==> src/rtl/sm_phase_decoder.sv <==
// sm_phase_decoder
// Monitors the four one-hot wave-drive coil lines of a stepper motor and
// rebuilds the drive's phase, step events and direction. It keeps a wrapping
// position count and a saturating step-period measurement. It also reports
// coil patterns that are not legal, and phase jumps of two positions.
//
// Coil bit order inside this block: bit0=A1 (phase 0), bit1=B1 (phase 1),
// bit2=A2 (phase 2), bit3=B2 (phase 3). A forward step is phase+1 mod 4.
module sm_phase_decoder #(
    parameter int SYNC_STAGES   = 2,
    parameter int STABLE_CYCLES = 4,
    parameter int POS_W         = 16,
    parameter int PER_W         = 24
) (
    input  logic             CLK,
    input  logic             rstn,
    input  logic             A1,
    input  logic             B1,
    input  logic             A2,
    input  logic             B2,
    input  logic             pos_clr,
    output logic [1:0]       phase,
    output logic             phase_valid,
    output logic             step_pulse,
    output logic             dir,
    output logic [POS_W-1:0] pos,
    output logic [PER_W-1:0] period,
    output logic             err_skip,
    output logic             err_pattern
);

    // The stability counter only has to reach STABLE_CYCLES-1; keep it at
    // least one bit wide so that STABLE_CYCLES=1 still elaborates.
    localparam int SCNT_W = (STABLE_CYCLES > 1) ? $clog2(STABLE_CYCLES) : 1;
    localparam logic [SCNT_W-1:0] SCNT_MAX = SCNT_W'(STABLE_CYCLES - 1);
    localparam logic [PER_W-1:0]  PCNT_MAX = '1;

    logic [3:0]                   coil_raw;
    logic [SYNC_STAGES-1:0][3:0]  sync_q;
    logic [3:0]                   sync_out;

    logic [3:0]        cand;
    logic [SCNT_W-1:0] scnt;
    logic [3:0]        acc_pat;
    logic              accept;

    logic              pat_onehot;
    logic              pat_idle;
    logic [1:0]        new_idx;
    logic [1:0]        delta;
    logic              valid_acc;
    logic              do_fwd;
    logic              do_rev;
    logic              do_skip;
    logic              do_step;
    logic              bad_pat;

    logic [PER_W-1:0]  pcnt;

    assign coil_raw = {B2, A2, B1, A1};
    assign sync_out = sync_q[SYNC_STAGES-1];

    // Bring the asynchronous coil lines into the CLK domain through a plain
    // shift-register synchronizer.
    always_ff @(posedge CLK or negedge rstn) begin
        if (!rstn) begin
            sync_q <= '0;
        end else begin
            sync_q <= {sync_q[SYNC_STAGES-2:0], coil_raw};
        end
    end

    // A new pattern becomes the candidate and must then stay unchanged for
    // STABLE_CYCLES samples; the counter saturates so a long-held pattern
    // remains eligible, while acc_pat stops it being accepted twice.
    always_ff @(posedge CLK or negedge rstn) begin
        if (!rstn) begin
            cand    <= '0;
            scnt    <= '0;
            acc_pat <= '0;
        end else begin
            if (sync_out != cand) begin
                cand <= sync_out;
                scnt <= '0;
            end else if (scnt != SCNT_MAX) begin
                scnt <= scnt + SCNT_W'(1);
            end
            if (accept) begin
                acc_pat <= cand;
            end
        end
    end

    assign accept = (scnt == SCNT_MAX) && (cand != acc_pat);

    // Classify the candidate pattern and work out how far the phase moved
    // relative to the last valid phase.
    always_comb begin
        new_idx    = 2'd0;
        pat_onehot = 1'b0;
        case (cand)
            4'b0001: begin new_idx = 2'd0; pat_onehot = 1'b1; end
            4'b0010: begin new_idx = 2'd1; pat_onehot = 1'b1; end
            4'b0100: begin new_idx = 2'd2; pat_onehot = 1'b1; end
            4'b1000: begin new_idx = 2'd3; pat_onehot = 1'b1; end
            default: begin new_idx = 2'd0; pat_onehot = 1'b0; end
        endcase
        pat_idle  = (cand == 4'b0000);
        delta     = new_idx - phase;
        valid_acc = accept && pat_onehot;
        do_fwd    = valid_acc && phase_valid && (delta == 2'd1);
        do_rev    = valid_acc && phase_valid && (delta == 2'd3);
        do_skip   = valid_acc && phase_valid && (delta == 2'd2);
        do_step   = do_fwd || do_rev;
        bad_pat   = accept && !pat_onehot && !pat_idle;
    end

    // Register the decoded phase, the single-cycle event pulses, direction,
    // the position count (a clear request beats a simultaneous step) and the
    // period captured on each step.
    always_ff @(posedge CLK or negedge rstn) begin
        if (!rstn) begin
            phase       <= 2'd0;
            phase_valid <= 1'b0;
            step_pulse  <= 1'b0;
            dir         <= 1'b0;
            pos         <= '0;
            period      <= '0;
            err_skip    <= 1'b0;
            err_pattern <= 1'b0;
        end else begin
            step_pulse  <= do_step;
            err_skip    <= do_skip;
            err_pattern <= bad_pat;
            if (valid_acc) begin
                phase       <= new_idx;
                phase_valid <= 1'b1;
            end
            if (do_step) begin
                dir    <= do_fwd;
                period <= pcnt;
            end
            if (pos_clr) begin
                pos <= '0;
            end else if (do_fwd) begin
                pos <= pos + POS_W'(1);
            end else if (do_rev) begin
                pos <= pos - POS_W'(1);
            end
        end
    end

    // Free-running step-period counter: it restarts at 1 on every real step
    // (a skip is not a step) and sticks at all-ones when the motor stalls.
    always_ff @(posedge CLK or negedge rstn) begin
        if (!rstn) begin
            pcnt <= '0;
        end else if (do_step) begin
            pcnt <= PER_W'(1);
        end else if (pcnt != PCNT_MAX) begin
            pcnt <= pcnt + PER_W'(1);
        end
    end

endmodule

==> config.mk <==
export PLATFORM = sky130hd
export DESIGN_NAME = sm_phase_decoder
export DESIGN_NICKNAME = d
export VERILOG_FILES = /design/src/rtl/sm_phase_decoder.sv
export SDC_FILE = /design/constraint.sdc
export NUM_CORES = 1
export LEC_CHECK = 0
export CAP_MARGIN = 15
export CORE_MARGIN = 5
export CORE_UTILIZATION = 45
export CTS_CLUSTER_SIZE = 30
export DETAILED_ROUTE_END_ITERATION = 8
export PLACE_DENSITY = 0.67
export SYNTH_ARGS = -nofsm -noshare
export SYNTH_HDL_FRONTEND = slang
export SYNTH_SLANG_ARGS = --single-unit
export TNS_END_PERCENT = 100
==> constraint.sdc <==
create_clock -name CLK -period 10.3 [get_ports CLK]
set_input_delay 3.09 -clock CLK [delete_from_list [all_inputs] [get_ports CLK]]
set_output_delay 3.09 -clock CLK [all_outputs]
set_load 0.02 [all_outputs]
; Yosys cells after proc, flatten, opt, wreduce, memory -nomap -nowiden
; Cells that the tools add are included.
[totals]
regBits = 89
inputBits = 7
[classes]
n_addsub = 5
eq_ne = 12
n_mux = 9
reduce_logical = 16
[ops]
columns = operator, count
row1 = $mux 16, 3
row2 = $mux 24, 2
row3 = $add 24x1->24 const B, 1
row4 = $ne 24x24->1 const B, 1
row5 = $add 16x1->16 const B, 1
row6 = $sub 16x1->16 const B, 1
row7 = $logic_and 1x1->1, 8
row8 = $ne 4x4->1, 2
row9 = $eq 2x2->1 const B, 3
row10 = $pmux 2 s3, 1
row11 = $eq 4x1->1 const B, 1
row12 = $eq 4x2->1 const B, 1
row13 = $eq 4x3->1 const B, 1
row14 = $eq 4x4->1 const B, 1
row15 = $logic_not 4->1, 1
row16 = $mux 2, 2
row17 = $reduce_bool 2->1, 2
row18 = $reduce_or 4->1, 1
row19 = $reduce_bool 3->1, 1
row20 = $add 2x1->2 const B, 1
row21 = $eq 2x1->1 const B, 1
row22 = $logic_not 1->1, 2
row23 = $ne 2x2->1 const B, 1
row24 = $sub 2x2->2, 1
row25 = other kinds (2), 2

; Depth between registers and ports, before layout
[depth]
depth_word = 9
depth_mapped = 15
mapped_depth_nobuf = 14

; Worst setup path after synthesis
; Ideal clock, no wire load.
[synth_path]
path_type = register to register
startpoint = register cand[3]
endpoint = register pos[15]
setup_ns = 0.128
arrival_time_ns = 3.797
setup_slack_ns = 6.376
path_stages_with_launch = 16
path_buffers = 1
cell_sequence = dfrtp_1 buf_2 xnor2_1 or3_1 ha_1 xor2_1 xnor2_1 nand2b_1 ha_1 a21oi_1 o221ai_2 a31oi_4 nand2_1 a221oi_1 mux2i_1 mux2_1
[synth_between]
elab_chain_cells = 8
[synth_rtl]
columns = element, line
row1 = "start, declared", 42  ; logic [3:0] cand;
row2 = "start signal, assigned", 83  ; cand <= sync_out;
row3 = branches (longest 8 deep; another with $sub 2x2->2), --
row4 = "end signal, assigned", 146  ; pos <= pos + POS_W'(1);
row5 = "end signal, assigned", 148  ; pos <= pos - POS_W'(1);
row6 = "end, declared", 26  ; output logic [POS_W-1:0] pos,
; Parallel ways; which one is timed is not known.
; A chain may end at the register's enable or synchronous reset.

; Final worst setup path
[layout_path]
startpoint = register cand[1]
endpoint = register pos[15]
; Same word-level chain as after synthesis.

==> impl_summary.txt <==
----------------------------------------------------
[Power and ir drop]
  Power density over the cells ... 115 nW/um^2
  Leakage power summed over all cells ... approximately 2.5 nW
  Maximum ir drop on the vdd rail ... 49.9 uV

[Setup path]
  Worst reg2reg setup slack ... 5.51 ns
  Cell seen most often among critical-path stages ... sky130_fd_sc_hd__ha_1
  Delay contributed by the slowest stage of the critical path ... 0.51 ns
  Crit path launch type ... flop
  Required time at the endpoint of the critical path ... ~11 ns
  Crit path max fanout ... 42
  Family of cells with the greatest summed delay on the critical path ... simple AND/OR/NAND/NOR gates
  Arrival time of data at the critical path endpoint ... roughly 5.0 ns
  CP Class ... reg -> reg
  Kind of end point of the critical path ... flop
  Buf+Inv Stages, Crit Path ... 1
  Critical path's slowest cell ... sky130_fd_sc_hd__dfrtp_1
  Ordered cell list for the critical path ... xnor2_1 -> or3_1 -> ha_1 -> nand3b_4 -> inv_2 -> nand2b_1 -> ha_1 -> a21oi_1 -> o221ai_2 -> a31oi_4 -> nand2_1 -> a221oi_1 -> mux2i_1 -> mux2_1

[Yosys]
  Multiplexer share of the synthesized area ... 0.0217
  Dominant combinational cell family by area after synthesis ... simple AND/OR/NAND/NOR gates
  Seq cells post-synth ... 89
  Warnings from Yosys ... 0
  Proportion of register bits with asynchronous set or reset after synthesis ... 1.00
  Area fraction in and, or, nand and nor cells after synthesis ... 0.204
  Syn Inst Count ... 458
  Number of flops mapped to enable cells by yosys ... 0
  Complex-gate fraction of the synthesized area ... 0.0903
  Mapped Area ... 4450 sq um
  Fraction of the yosys area taken by sequential cells ... 0.501
  Average cell area after synthesis ... a little under 10 sq um
  Synthesized-area fraction occupied by adder cells ... 0.0602
  Post-synthesis xor/xnor area fraction ... 0.0886
  Top FF cell, synth ... sky130_fd_sc_hd__dfrtp_1
  Number of distinct library cell variants in the gate-level netlist after synthesis ... 50
  Syn nets ... between 400 and 500

[Routing]
  Pre-antenna DRT Iters ... 4
  Total number of vias ... 3295
  Antenna viol nets, final ... 0
  Wire length after detailed routing ... 8760 um
  Post-detailed-route wirelength per cell ... 13.7 um
  Via density per instance ... slightly above 5
  Violation count after the first detailed-route iteration ... 144
  Post-detailed-route DRC marker count ... 0

[Floorplanning]
  Die footprint ... 12000 sq um
  Width of the chip ... 109 um
  Core area ... 9730 sq um
  Cell row count ... 36
  Vertical die dimension ... about 110 um
  Count of boundary I/O pins ... 54
  Starting density of the core ... 0.457

[Placement]
  Port Buf Inserts ... 53
  DP Wirelength ... 6020 um
  Placer's final routability congestion estimate ... 0.850
  Post-place setup slack ... around 5.5 ns

[STA]
  Final-report max-slew violation count ... 0
  Measured slew at the worst slew-check pin ... ~0.80 ns
  Tmin final ... around 4.8 ns
  Period utilization ... 0.465
  PnR worst setup slack ... 5.51 ns
  Setup TNS ... 0 ns
  FMAX ... 209 MHz
  Hold slack final ... 0.356 ns
  RSZ-0062 raised after global routing ... false
  Number of failing setup endpoints in the final timing report ... 0
  Clock Skews ... 0.0109 ns
  Worst rel slew slack ... 0.465
  Final Hold Fails ... 0

[Job]
  Count of max-cap constraint violations ... 0

[Clocking]
  Count of buffers added by post-CTS timing repair for setup ... 0
  Clock buffers created by TritonCTS ... 9
  # clock sinks ... 89
  Hold-fix buffers at CTS ... 0
  Clock tree buffer depth ... 2
  CTS root buf ... sky130_fd_sc_hd__clkbuf_8
  Htree depth ... 3
  Clock-pin slew on the worst setup and hold paths ... 0.10 ns
  Clock latency on the worst-skew pair ... 0.36 ns
  Post-CTS Resized ... 0
  CTS tree ... built

[Global routing]
  Via count of the first global-routing pass ... 3329
  Total routing usage reported by global routing ... 0.161
  Initial antenna violation count ... 0
  Global-route congestion overflow total ... 0
  Largest net degree at the start of global routing ... 65
  First-pass GRT wire length ... 15400 um

[Layout]
  Fraction of final layout cells sized beyond drive strength 1 ... 0.0615
  Area added between synthesis and finish ... 17.4%
  Sequential standard cell area ... 2230 sq um
  Most frequent cells in the layout ... 115 x sky130_fd_sc_hd__nand2_1, 89 x sky130_fd_sc_hd__dfrtp_1, 52 x sky130_fd_sc_hd__clkdlybuf4s50_1
  Leading cell type in the layout, fill and taps excluded ... sky130_fd_sc_hd__nand2_1
  Fill cell count ... between 900 and 1000
  Multi-input gate area ... 2070 sq um
  Antenna fix cells ... 0
  Total number of nets in the final design ... 526

[Status]
  Status ... completed

[Worst hold path]
  Min-delay worst type ... reg -> reg

----------------------------------------------------
[cells by family after synthesis]
group	count (synthesis)
and+or+nand+nor	203
xor gates and xnor gates	45
adders and majority gates	21
muxes	9
buffers and inverters	33
DFF	89
AOI/OAI and AO/OA	58
[worst register-to-register path: stages, from the launching register on]
cell and delay (ns):
sky130_fd_sc_hd__dfrtp_1 0.51, sky130_fd_sc_hd__xnor2_1 0.17, sky130_fd_sc_hd__or3_1 0.34, sky130_fd_sc_hd__ha_1 0.31
sky130_fd_sc_hd__nand3b_4 0.48, sky130_fd_sc_hd__inv_2 0.16, sky130_fd_sc_hd__nand2b_1 0.46, sky130_fd_sc_hd__ha_1 0.50
sky130_fd_sc_hd__a21oi_1 0.24, sky130_fd_sc_hd__o221ai_2 0.21, sky130_fd_sc_hd__a31oi_4 0.26, sky130_fd_sc_hd__nand2_1 0.08
sky130_fd_sc_hd__a221oi_1 0.34, sky130_fd_sc_hd__mux2i_1 0.27, sky130_fd_sc_hd__mux2_1 0.35
[registers in the layout, indices dropped and copies added (netlist names), 2 cells and up]
signal    flops
sync_q        4
phase         2
cand          4
pos          16
pcnt         24
period       24
scnt          2
acc_pat       4
sync_out      4
[layout make-up]
type	count	share of cell area
Timing Repair Buffer	55	0.104
Sequential cell	89	0.426
Clock inverter	6	0.00958
Inverter	8	0.00575
Multi-Input combinational cell	336	0.396
Clock buffer	10	0.0263
Tap cell	133	0.0319
[synth_stat cells (2+ instances only)]
master | instances | area share
sky130_fd_sc_hd__nand2_1 | 115 | 0.097
sky130_fd_sc_hd__dfrtp_1 | 89 | 0.50
sky130_fd_sc_hd__nor2_1 | 36 | 0.030
sky130_fd_sc_hd__xnor2_1 | 25 | 0.049
sky130_fd_sc_hd__a21oi_1 | 24 | 0.027
sky130_fd_sc_hd__xor2_1 | 20 | 0.039
sky130_fd_sc_hd__ha_1 | 19 | 0.053
sky130_fd_sc_hd__buf_2 | 11 | 0.012
sky130_fd_sc_hd__clkbuf_1 | 11 | 0.0093
sky130_fd_sc_hd__nand4_1 | 10 | 0.014
sky130_fd_sc_hd__a21o_1 | 8 | 0.013
sky130_fd_sc_hd__nand3_1 | 8 | 0.0090
sky130_fd_sc_hd__o21ai_0 | 8 | 0.0090
sky130_fd_sc_hd__and3_1 | 7 | 0.0098
sky130_fd_sc_hd__inv_1 | 7 | 0.0059
sky130_fd_sc_hd__nor3_1 | 5 | 0.0056
sky130_fd_sc_hd__and4_1 | 4 | 0.0079
sky130_fd_sc_hd__mux2_2 | 4 | 0.010
sky130_fd_sc_hd__mux2i_1 | 4 | 0.0090
sky130_fd_sc_hd__a31oi_1 | 3 | 0.0042
sky130_fd_sc_hd__nor2b_1 | 3 | 0.0042
sky130_fd_sc_hd__or3_1 | 3 | 0.0042
sky130_fd_sc_hd__a221oi_1 | 2 | 0.0039
sky130_fd_sc_hd__buf_6 | 2 | 0.0051
sky130_fd_sc_hd__nand2b_1 | 2 | 0.0028
sky130_fd_sc_hd__nand4b_1 | 2 | 0.0039
sky130_fd_sc_hd__nor4_1 | 2 | 0.0028
sky130_fd_sc_hd__or2_2 | 2 | 0.0028
[final timing paths]
kind / from / endpoint / cells past startpoint
hold / removal: sync_q[1] / sync_out[1] / 0
hold reg to reg: sync_q[1] / sync_out[1] / 0
setup reg to reg: cand[1] / pos[15] / 14
min in group asynchronous: rstn / pos[5] / 1
setup / recovery: cand[1] / pos[15] / 14
max in group asynchronous: rstn / pcnt[11] / 2
[power by group]
group | switching [mW] | total (mW) | internal [mW]
Combinational | 0.0110 | 0.0169 | 0.00594
Sequential | 0.00341 | 0.355 | 0.352
Clock | 0.132 | 0.229 | 0.0973
[stage by stage]
stage | utilization | area [sq um] | cells | power, mW
global route | 0.537 | 5220 | 637 | 0.627
floorplan | - | 4450 | 458 | 0.370
finish | 0.537 | 5220 | 637 | 0.601
detailed placement | 0.518 | 5040 | 621 | 0.380
CTS | 0.537 | 5220 | 637 | 0.610
global placement | 0.518 | 5040 | 621 | 0.379
[layer usage]
metal / routed length (um) / track usage
met1: 4180 / 0.214
met2: 4040 / 0.261
met3: 388 / 0.0276
met4: 150 / 0.0686
met5: 0 / 0
Power figures use the tool's default switching activity.
